--- src/rtl/colour_fader.sv ---
// colour_fader
// Turns the 3-bit colour code from the LED sequencer into a smooth fade on a
// tri-colour LED. Each channel keeps a brightness level that steps by one
// toward its target (0 or MAX) once per fade interval. A free-running PWM
// counter is compared against the levels to give the registered LED outputs.
//
// Parameters:
//   PWM_BITS  width of the PWM counter and of each level (MAX = 2^PWM_BITS-1)
//   FADE_DIV  number of complete PWM periods per level step (>= 1)
// Ports:
//   clk       system clock, rising edge
//   rst       asynchronous reset, active low
//   enable    1 = run, 0 = freeze the fade and blank the outputs
//   colour    {red, green, blue} target code, sampled every cycle
//   led_r/g/b registered PWM outputs
//   busy      high while any level differs from its target
module colour_fader #(
  parameter int PWM_BITS = 4,
  parameter int FADE_DIV = 1
) (
  input  logic       clk,
  input  logic       rst,
  input  logic       enable,
  input  logic [2:0] colour,
  output logic       led_r,
  output logic       led_g,
  output logic       led_b,
  output logic       busy
);

  localparam int FADE_W = (FADE_DIV > 1) ? $clog2(FADE_DIV) : 1;
  localparam logic [PWM_BITS-1:0] MAX_LVL   = '1;
  localparam logic [FADE_W-1:0]   FADE_LAST = FADE_W'(FADE_DIV - 1);

  // Channel index 0 = red, 1 = green, 2 = blue; colour bit (2 - ch).
  logic [2:0]          colour_q, colour_d;
  logic [PWM_BITS-1:0] pwm_q, pwm_d;
  logic [FADE_W-1:0]   fade_q, fade_d;
  logic [PWM_BITS-1:0] level_q [3];
  logic [PWM_BITS-1:0] level_d [3];
  logic [PWM_BITS-1:0] target  [3];
  logic [2:0]          led_q, led_d;
  logic [2:0]          differs;
  logic                period_end;
  logic                step;

  always_comb begin
    // NOTE: every signal gets a default before any branch, so no path leaves
    // a value unassigned and no latch is inferred.
    colour_d   = colour;
    pwm_d      = '0;
    fade_d     = fade_q;
    step       = 1'b0;
    period_end = enable && (pwm_q == MAX_LVL);
    led_d      = '0;
    differs    = '0;

    if (enable) begin
      pwm_d = (pwm_q == MAX_LVL) ? '0 : pwm_q + 1'b1;
    end

    if (period_end) begin
      if (fade_q == FADE_LAST) begin
        fade_d = '0;
        step   = 1'b1;
      end else begin
        fade_d = fade_q + 1'b1;
      end
    end

    for (int ch = 0; ch < 3; ch++) begin
      // Targets come from the registered code, so a colour change arriving
      // on a step edge only affects the following step.
      target[ch]  = colour_q[2-ch] ? MAX_LVL : '0;
      level_d[ch] = level_q[ch];
      if (step) begin
        if (level_q[ch] < target[ch]) begin
          level_d[ch] = level_q[ch] + 1'b1;
        end else if (level_q[ch] > target[ch]) begin
          level_d[ch] = level_q[ch] - 1'b1;
        end
      end
      led_d[ch]   = enable && (level_q[ch] > pwm_q);
      differs[ch] = (level_q[ch] != target[ch]);
    end
  end

  // NOTE: sequential state uses non-blocking assignments so every flop
  // samples the pre-edge values regardless of statement order.
  always_ff @(posedge clk or negedge rst) begin
    if (!rst) begin
      colour_q <= '0;
      pwm_q    <= '0;
      fade_q   <= '0;
      led_q    <= '0;
      // NOTE: the level array is three small flops, not a RAM, and it must
      // come out of reset at 0, so it is reset like any other register.
      for (int ch = 0; ch < 3; ch++) begin
        level_q[ch] <= '0;
      end
    end else begin
      colour_q <= colour_d;
      pwm_q    <= pwm_d;
      fade_q   <= fade_d;
      led_q    <= led_d;
      for (int ch = 0; ch < 3; ch++) begin
        level_q[ch] <= level_d[ch];
      end
    end
  end

  assign led_r = led_q[0];
  assign led_g = led_q[1];
  assign led_b = led_q[2];
  // Decoded from level and colour registers only.
  assign busy  = |differs;

endmodule
--- config.mk ---
export PLATFORM = sky130hd
export DESIGN_NAME = colour_fader
export DESIGN_NICKNAME = d
export VERILOG_FILES = /design/src/rtl/colour_fader.sv
export SDC_FILE = /design/constraint.sdc
export NUM_CORES = 1
export LEC_CHECK = 0
export ABC_CLOCK_PERIOD_IN_PS = 3000
export CAP_MARGIN = 20
export CORE_MARGIN = 3
export CORE_UTILIZATION = 38
export CTS_CLUSTER_SIZE = 8
export DETAILED_ROUTE_END_ITERATION = 12
export HOLD_SLACK_MARGIN = 0.12
export PLACE_DENSITY_LB_ADDON = 0.08
export SETUP_SLACK_MARGIN = 0.4
export SLEW_MARGIN = 20
export SYNTH_ARGS = -nofsm -noshare
export SYNTH_HDL_FRONTEND = slang
export SYNTH_SLANG_ARGS = --single-unit
export TNS_END_PERCENT = 5
--- constraint.sdc ---
create_clock -name clk -period 3 [get_ports clk]
set_clock_uncertainty 0.1 [all_clocks]
set_input_delay 0.3 -clock clk [delete_from_list [all_inputs] [get_ports clk]]
set_output_delay 0.3 -clock clk [all_outputs]
set_load 0.05 [all_outputs]
==> metrics.txt, run 1 <==
synth-to-layout area growth 13.9%; status finished clean; Hold WC Path Type input pin to asynchronous set/reset pin; DP Wirelength 2240 um; critical path arrival 2430 ps; r2r worst-path depth 10; ANT cells 0; grt total ovfl 0; required time of the worst setup path 3060 ps; CTS Buf Count 3; Power per Cell Area 385 nW/um2; worst relative slew slack 66.7%; CP cell instances inv_1 > ha_1 > nand2_1 > o21ai_2 > ha_1 > a21oi_1 > nand2_1 > nor3_1 > mux2i_1 > xnor2_1; Worst Max-Slew Pin Slew 498 ps; type of the worst setup path flop to flop; Clock transition at path regs 90 ps; Hold Buf Count CTS 0; Max stage delay cell, worst path dfrtp_1; Row Count 22; share of layout cells above drive strength 1 10.8%; Lkg Pwr 0.925 nW; Final Hold Fails 0; Placer Congestion 0.755; Die ar. 5030 um2; Bufs on Longest Clock Path 2; final core occ 47.3%; CTS tree yes; port bufs 9; pin count of the biggest net entering global routing 23; Root Buffer clkbuf_8; CORE AREA 3850 um2; Max Transition Viols Final 0; H-tree depth 1; Worst path max stage delay 380 ps; Die Width 70.9 um; Mapped Nets 194; Fmax 421 MHz; Routed Antenna Nets 0; setup TNS 0 ps; overall routing resource usage 12.8%; DR pass1 iterations 3; Post-Syn Area 1600 um2; DRT iter0 DRCs 42; register-to-register setup slack 620 ps; FF+latch count, synth 22; crit share post-route 79.2%; # nets final 208; Critical R2R Capture level_q[7]; final setup fails 0; detailed-route via count 1,084; initial core utilization 41.6%; worst skew pair latency 260 ps; number of remaining DRC errors 0; Synth cell types 25; WL final 2870 um; vias in the first global route 1,122; Synth Warn # 0; sink count of the clock tree 22; first-pass GRT wire length 5130 um; vias per cell 5.04; crit path time final 2380 ps; Hold Slack 288 ps; Cells after Synth 154; Crit. End Element flop; number of max-cap violations 0; RR Startpoint colour_q[1]; initial antenna violation count 0; RSZ-0062 raised after global routing false; Post-Syn Area per Cell 10.4 um2; worst vdd ir 0.203 mV; Die Span Y 70.9 um; Crit Path Max Fanout 5; post-CTS setup repair buffer count 0; WL per Instance 13.4 um; CP Launch Type flop; register area share after synthesis 34.4%; I/O pin cnt 10
==> per-stage QoR <==
stage / setup WS (ps) / power [W] / instance area, um2 / std cells
floorplan: 879 / 0.000394 / 1600 / 154
global placement: 647 / 0.000430 / 1750 / 211
detailed placement: 652 / 0.000433 / 1750 / 211
CTS: 624 / 0.000717 / 1820 / 215
global route: 444 / 0.000743 / 1820 / 215
finish: 623 / 0.000703 / 1820 / 215
==> how the worst max path moves through the flow <==
stage	cells after the start	endpoint	from
floorplan	9	level_q[11]	level_q[9]
global placement	10	level_q[7]	colour_q[1]
detailed placement	10	level_q[7]	colour_q[1]
CTS	10	level_q[7]	colour_q[1]
global route	10	level_q[7]	colour_q[1]
finish	10	level_q[7]	colour_q[1]
==> cells in the final DEF (no fill, tap or decap) <==
cell type	netlist	layout
a21oi_1	15	15
nand4_4	1	1
nor2_1	7	7
bufinv_16	0	1
ha_1	31	31
nor3_1	3	3
nor2b_1	3	3
fa_1	3	3
o21ai_2	3	3
and2_1	1	1
clkbuf_8	0	3
xnor2_1	7	7
a21o_1	1	1
dlygate4sd2_1	0	1
a311oi_1	2	2
mux2_2	6	6
nand4_1	3	3
inv_1	13	13
dfrtp_1	22	22
buf_4	0	1
mux2i_1	3	3
nand2_1	12	12
a31oi_1	1	1
clkdlybuf4s50_1	0	8
nand3_1	4	4
o21ai_0	3	3
nand2b_1	3	3
xor2_1	3	3
a21oi_2	3	3
==> flip-flops by register name, summed over array words and instances, names as in the netlist <==
name      count
pwm_q         4
colour_q      3
level_q      12
led_q         3
==> what timing repair did <==
item                                   CTS  global route
gates resized for setup                  1             0
endpoints found under the hold margin    0             0
setup endpoints to repair                1             0
==> final cells by class <==
class | count | area, um2
multi-input combinational | 118 | 997
fill | 372 | 2030
tap | 48 | 60.1
timing repair buffer | 10 | 96.3
clock buffer | 3 | 41.3
clock inverter | 1 | 30.0
sequential | 22 | 551
inverter | 13 | 48.8
==> logic make-up (layout without fill, tap and decap cells) <==
| family | Yosys count | in the layout | share of synthesized area [%] |
|---|---|---|---|
| buffers and inverters | 14 | 27 | 3.36 |
| AOI/OAI and AO/OA | 28 | 28 | 10.9 |
| DFF | 22 | 22 | 34.4 |
| muxes | 9 | 9 | 6.09 |
| adders and majority gates | 34 | 34 | 28.0 |
| xor gates and xnor gates | 10 | 10 | 5.47 |
| and+or+nand+nor | 37 | 37 | 11.9 |
==> where the power goes <==
group | internal (W) | total (W) | switching [W]
Combinational | 0.0000444 | 0.000110 | 0.0000653
Clock | 0.000178 | 0.000278 | 0.0000994
Sequential | 0.000307 | 0.000316 | 0.00000887
Total | 0.000530 | 0.000703 | 0.000174
==> per-layer routing <==
layer  GRT usage [%]  vias up  part of all wire (%)
met5               0        -                     0
met4            3.13        0                  0.84
met3            3.13        2                   3.0
met2            21.4       10                    46
met1            16.5      504                    50
li1                -      568                     -
==> synthesized netlist by cell type <==
master | n | area share, %
nor2_1 | 7 | 1.6
nand2_1 | 12 | 2.8
and2_1 | 1 | 0.39
xnor2_1 | 7 | 3.8
nand2b_1 | 3 | 1.2
a311oi_1 | 2 | 1.1
fa_1 | 3 | 3.8
a21oi_1 | 15 | 4.7
mux2_2 | 6 | 4.2
a21oi_2 | 3 | 1.6
o21ai_0 | 3 | 0.94
nand4_4 | 1 | 1.3
clkbuf_2 | 1 | 0.31
mux2i_1 | 3 | 1.9
dfrtp_1 | 22 | 34
ha_1 | 31 | 24
nor3_1 | 3 | 0.94
nor2b_1 | 3 | 1.2
inv_1 | 13 | 3.0
nand4_1 | 3 | 1.2
a31oi_1 | 1 | 0.39
a21o_1 | 1 | 0.47
xor2_1 | 3 | 1.6
nand3_1 | 4 | 1.3
o21ai_2 | 3 | 1.6
==> worst max-delay path, delay by kind of cell, from the launching register on <==
kind / cells / cell delay (ps)
fa+ha+maj: 2 / 630
compound gates: 2 / 510
flops: 1 / 380
simple gates: 3 / 300
xor+xnor: 1 / 140
mux: 1 / 120
buf+inv: 1 / 90
(Power assumes the default switching activity.)
==> inputs of run 2 (changes only) <==
--- a/config.mk
+++ b/config.mk
@@ -5,7 +5,7 @@
 export SDC_FILE = /design/constraint.sdc
 export NUM_CORES = 1
 export LEC_CHECK = 0
-export ABC_CLOCK_PERIOD_IN_PS = 3000
+export ABC_CLOCK_PERIOD_IN_PS = 2400
 export CAP_MARGIN = 20
 export CORE_MARGIN = 3
 export CORE_UTILIZATION = 38
==> constraint.sdc (replaced) <==
create_clock -name clk -period 2.4 [get_ports clk]
set_clock_uncertainty 0.1 [all_clocks]
set_input_delay 0.24 -clock clk [delete_from_list [all_inputs] [get_ports clk]]
set_output_delay 0.24 -clock clk [all_outputs]
set_load 0.05 [all_outputs]
==> run 2 against run 1 <==
Effect of this change:
- hold slack worse by 58 ps
- largest cell class unchanged
- total power increased by 12%
- register-to-register slack lost 300 ps
==> metrics.txt, run 2 (synthesis gave the netlist of run 1 again) <==
ANT cells 0 (unchanged); Power per Cell Area 368 nW/um2 (was 385 nW/um2); DP Wirelength 2350 um (was 2240 um); setup TNS 0 ps (unchanged); Max stage delay cell, worst path dfrtp_1 (unchanged); crit path time final 2080 ps (was 2380 ps); DR pass1 iterations 2 (was 3); Crit path max-delay family adder cells (unchanged); grt total ovfl 0 (unchanged); register-to-register setup slack 320 ps (was 620 ps); initial core utilization 41.6% (unchanged); status finished clean (unchanged); DRT iter0 DRCs 31 (was 42); Worst Max-Slew Pin Slew 495 ps (was 498 ps); worst relative slew slack 66.9% (was 66.7%); type of the worst setup path flop to flop (unchanged); Die Width 70.9 um (unchanged); WL per Instance 13.9 um (was 13.4 um); critical path depth in cells 8 (was 10); r2r worst-path depth 8 (was 10); fillcell total 345 (was 372); CTS Buf Count 3 (unchanged); Die ar. 5030 um2 (unchanged); Row Count 22 (unchanged); Non-Filler Instances 232 (was 215); Crit Path Max Fanout 4 (was 5); Seq. cell area 556 um2 (was 551 um2); Critical R2R Capture level_q[6] (was level_q[7]); multi-input combinational cell area 1200 um2 (was 997 um2); Final Hold Fails 0 (unchanged); required time of the worst setup path 2450 ps (was 3060 ps); cell count after placement 213 (was 211); worst vdd ir 0.373 mV (was 0.203 mV); overall routing resource usage 13.9% (was 12.8%); Die Span Y 70.9 um (unchanged); detailed-route via count 1,195 (was 1,084); Bufs on Longest Clock Path 2 (unchanged); number of remaining DRC errors 0 (unchanged); Fmax 481 MHz (was 421 MHz); most frequent cells in the layout 23 x ha_1, 20 x buf_4, 18 x dfrtp_1 (was 31 x ha_1, 22 x dfrtp_1, 15 x a21oi_1); leading cell type in the layout, fill and taps excluded ha_1 (unchanged); CP cell instances inv_2 > ha_4 > a21oi_4 > o21ai_4 > buf_4 > fa_2 > xor2_1 > mux2_2 (was inv_1 > ha_1 > nand2_1 > o21ai_2 > ha_1 > a21oi_1 > nand2_1 > nor3_1 > mux2i_1 > xnor2_1); share of layout cells above drive strength 1 38.0% (was 10.8%); synth-to-layout area growth 33.6% (was 13.9%); initial antenna violation count 0 (unchanged); WL final 3230 um (was 2870 um); final setup fails 0 (unchanged); Placer Congestion 0.792 (was 0.755); Lkg Pwr 0.996 nW (was 0.925 nW); largest registers level_q: 12 flops, pwm_q: 4 flops (unchanged); pin count of the biggest net entering global routing 23 (unchanged); max reg flops 12 (unchanged); Worst path max stage delay 390 ps (was 380 ps); CORE AREA 3850 um2 (unchanged); RR Startpoint colour_q[1] (unchanged); RSZ-0062 raised after global routing true (was false); Max Transition Viols Final 0 (unchanged); # nets final 226 (was 208); CP Launch Type flop (unchanged); first-pass GRT wire length 5580 um (was 5130 um); CTS tree yes (unchanged); number of max-cap violations 0 (unchanged); Routed Antenna Nets 0 (unchanged); sink count of the clock tree 22 (unchanged); H-tree depth 1 (unchanged); Crit. End Element flop (unchanged); Buffers & Inverters on Critical Path 2 (was 1); vias in the first global route 1,218 (was 1,122); worst skew pair latency 260 ps (about the same); Hold WC Path Type input pin to asynchronous set/reset pin (unchanged); crit share post-route 86.6% (was 79.2%); Clock transition at path regs 80 ps (was 90 ps); critical path arrival 2130 ps (was 2430 ps); Largest Register level_q (unchanged); Root Buffer clkbuf_8 (unchanged); I/O pin cnt 10 (unchanged); vias per cell 5.15 (was 5.04); port bufs 9 (unchanged)
## run 2: worst max-delay path by stage
stage | startpoint | endpoint
final | colour_q[1] | level_q[6]
after global routing | colour_q[0] | level_q[3]
after CTS | colour_q[1] | level_q[7]
after detailed placement | level_q[1] | level_q[3]
after global placement | level_q[1] | level_q[3]
after floorplan | level_q[1] | level_q[3]
## run 2: report_power, final
part | internal, W | switching (W)
clock | 0.000112 | 0.000115
combinational | 0.0000729 | 0.0000930
sequential | 0.000384 | 0.0000116
## run 2: stage by stage
step                total power, W  setup WS [ps]  cell area, um2  hold slack [ps]  util (%)
finish                    0.000788            321            2140              230      55.5
CTS                       0.000799            308            2050              237      53.2
global placement          0.000540            164            1810              416      46.9
floorplan                 0.000495            295            1640             -156         -
detailed placement        0.000545           97.2            1810              409      46.9
global route              0.000841            186            2140              256      55.5
## run 2: worst reg2reg max path, cell delays in order (launching register included)
cell     delay (ps)
dfrtp_1         390
inv_2           120
ha_4            220
a21oi_4         140
o21ai_4         100
buf_4           150
fa_2            330
xor2_1          160
mux2_2          250
## run 2: layout make-up
type,count,share of cell area (%)
inverters,13,2.28
flip-flops and latches,22,26.0
repair buffers,28,10.8
multi-input cells,118,56.3
clock buffers,3,1.93
well taps,48,2.81
## run 2: what timing repair did
action	in CTS	in global routing
resized for setup	24	10
setup endpoints to repair	10	10
setup buffers	11	5
hold buffers	0	0
pin swaps	7	5
## run 2: layer usage
layer  vias up  global-route usage [%]  part of all wire (%)
met4         0                    2.51                  0.83
li1        604                       -                     -
met2         9                    23.1                    49
met1       580                    18.4                    48
met5         -                       0                     0
met3         2                    3.41                   2.3
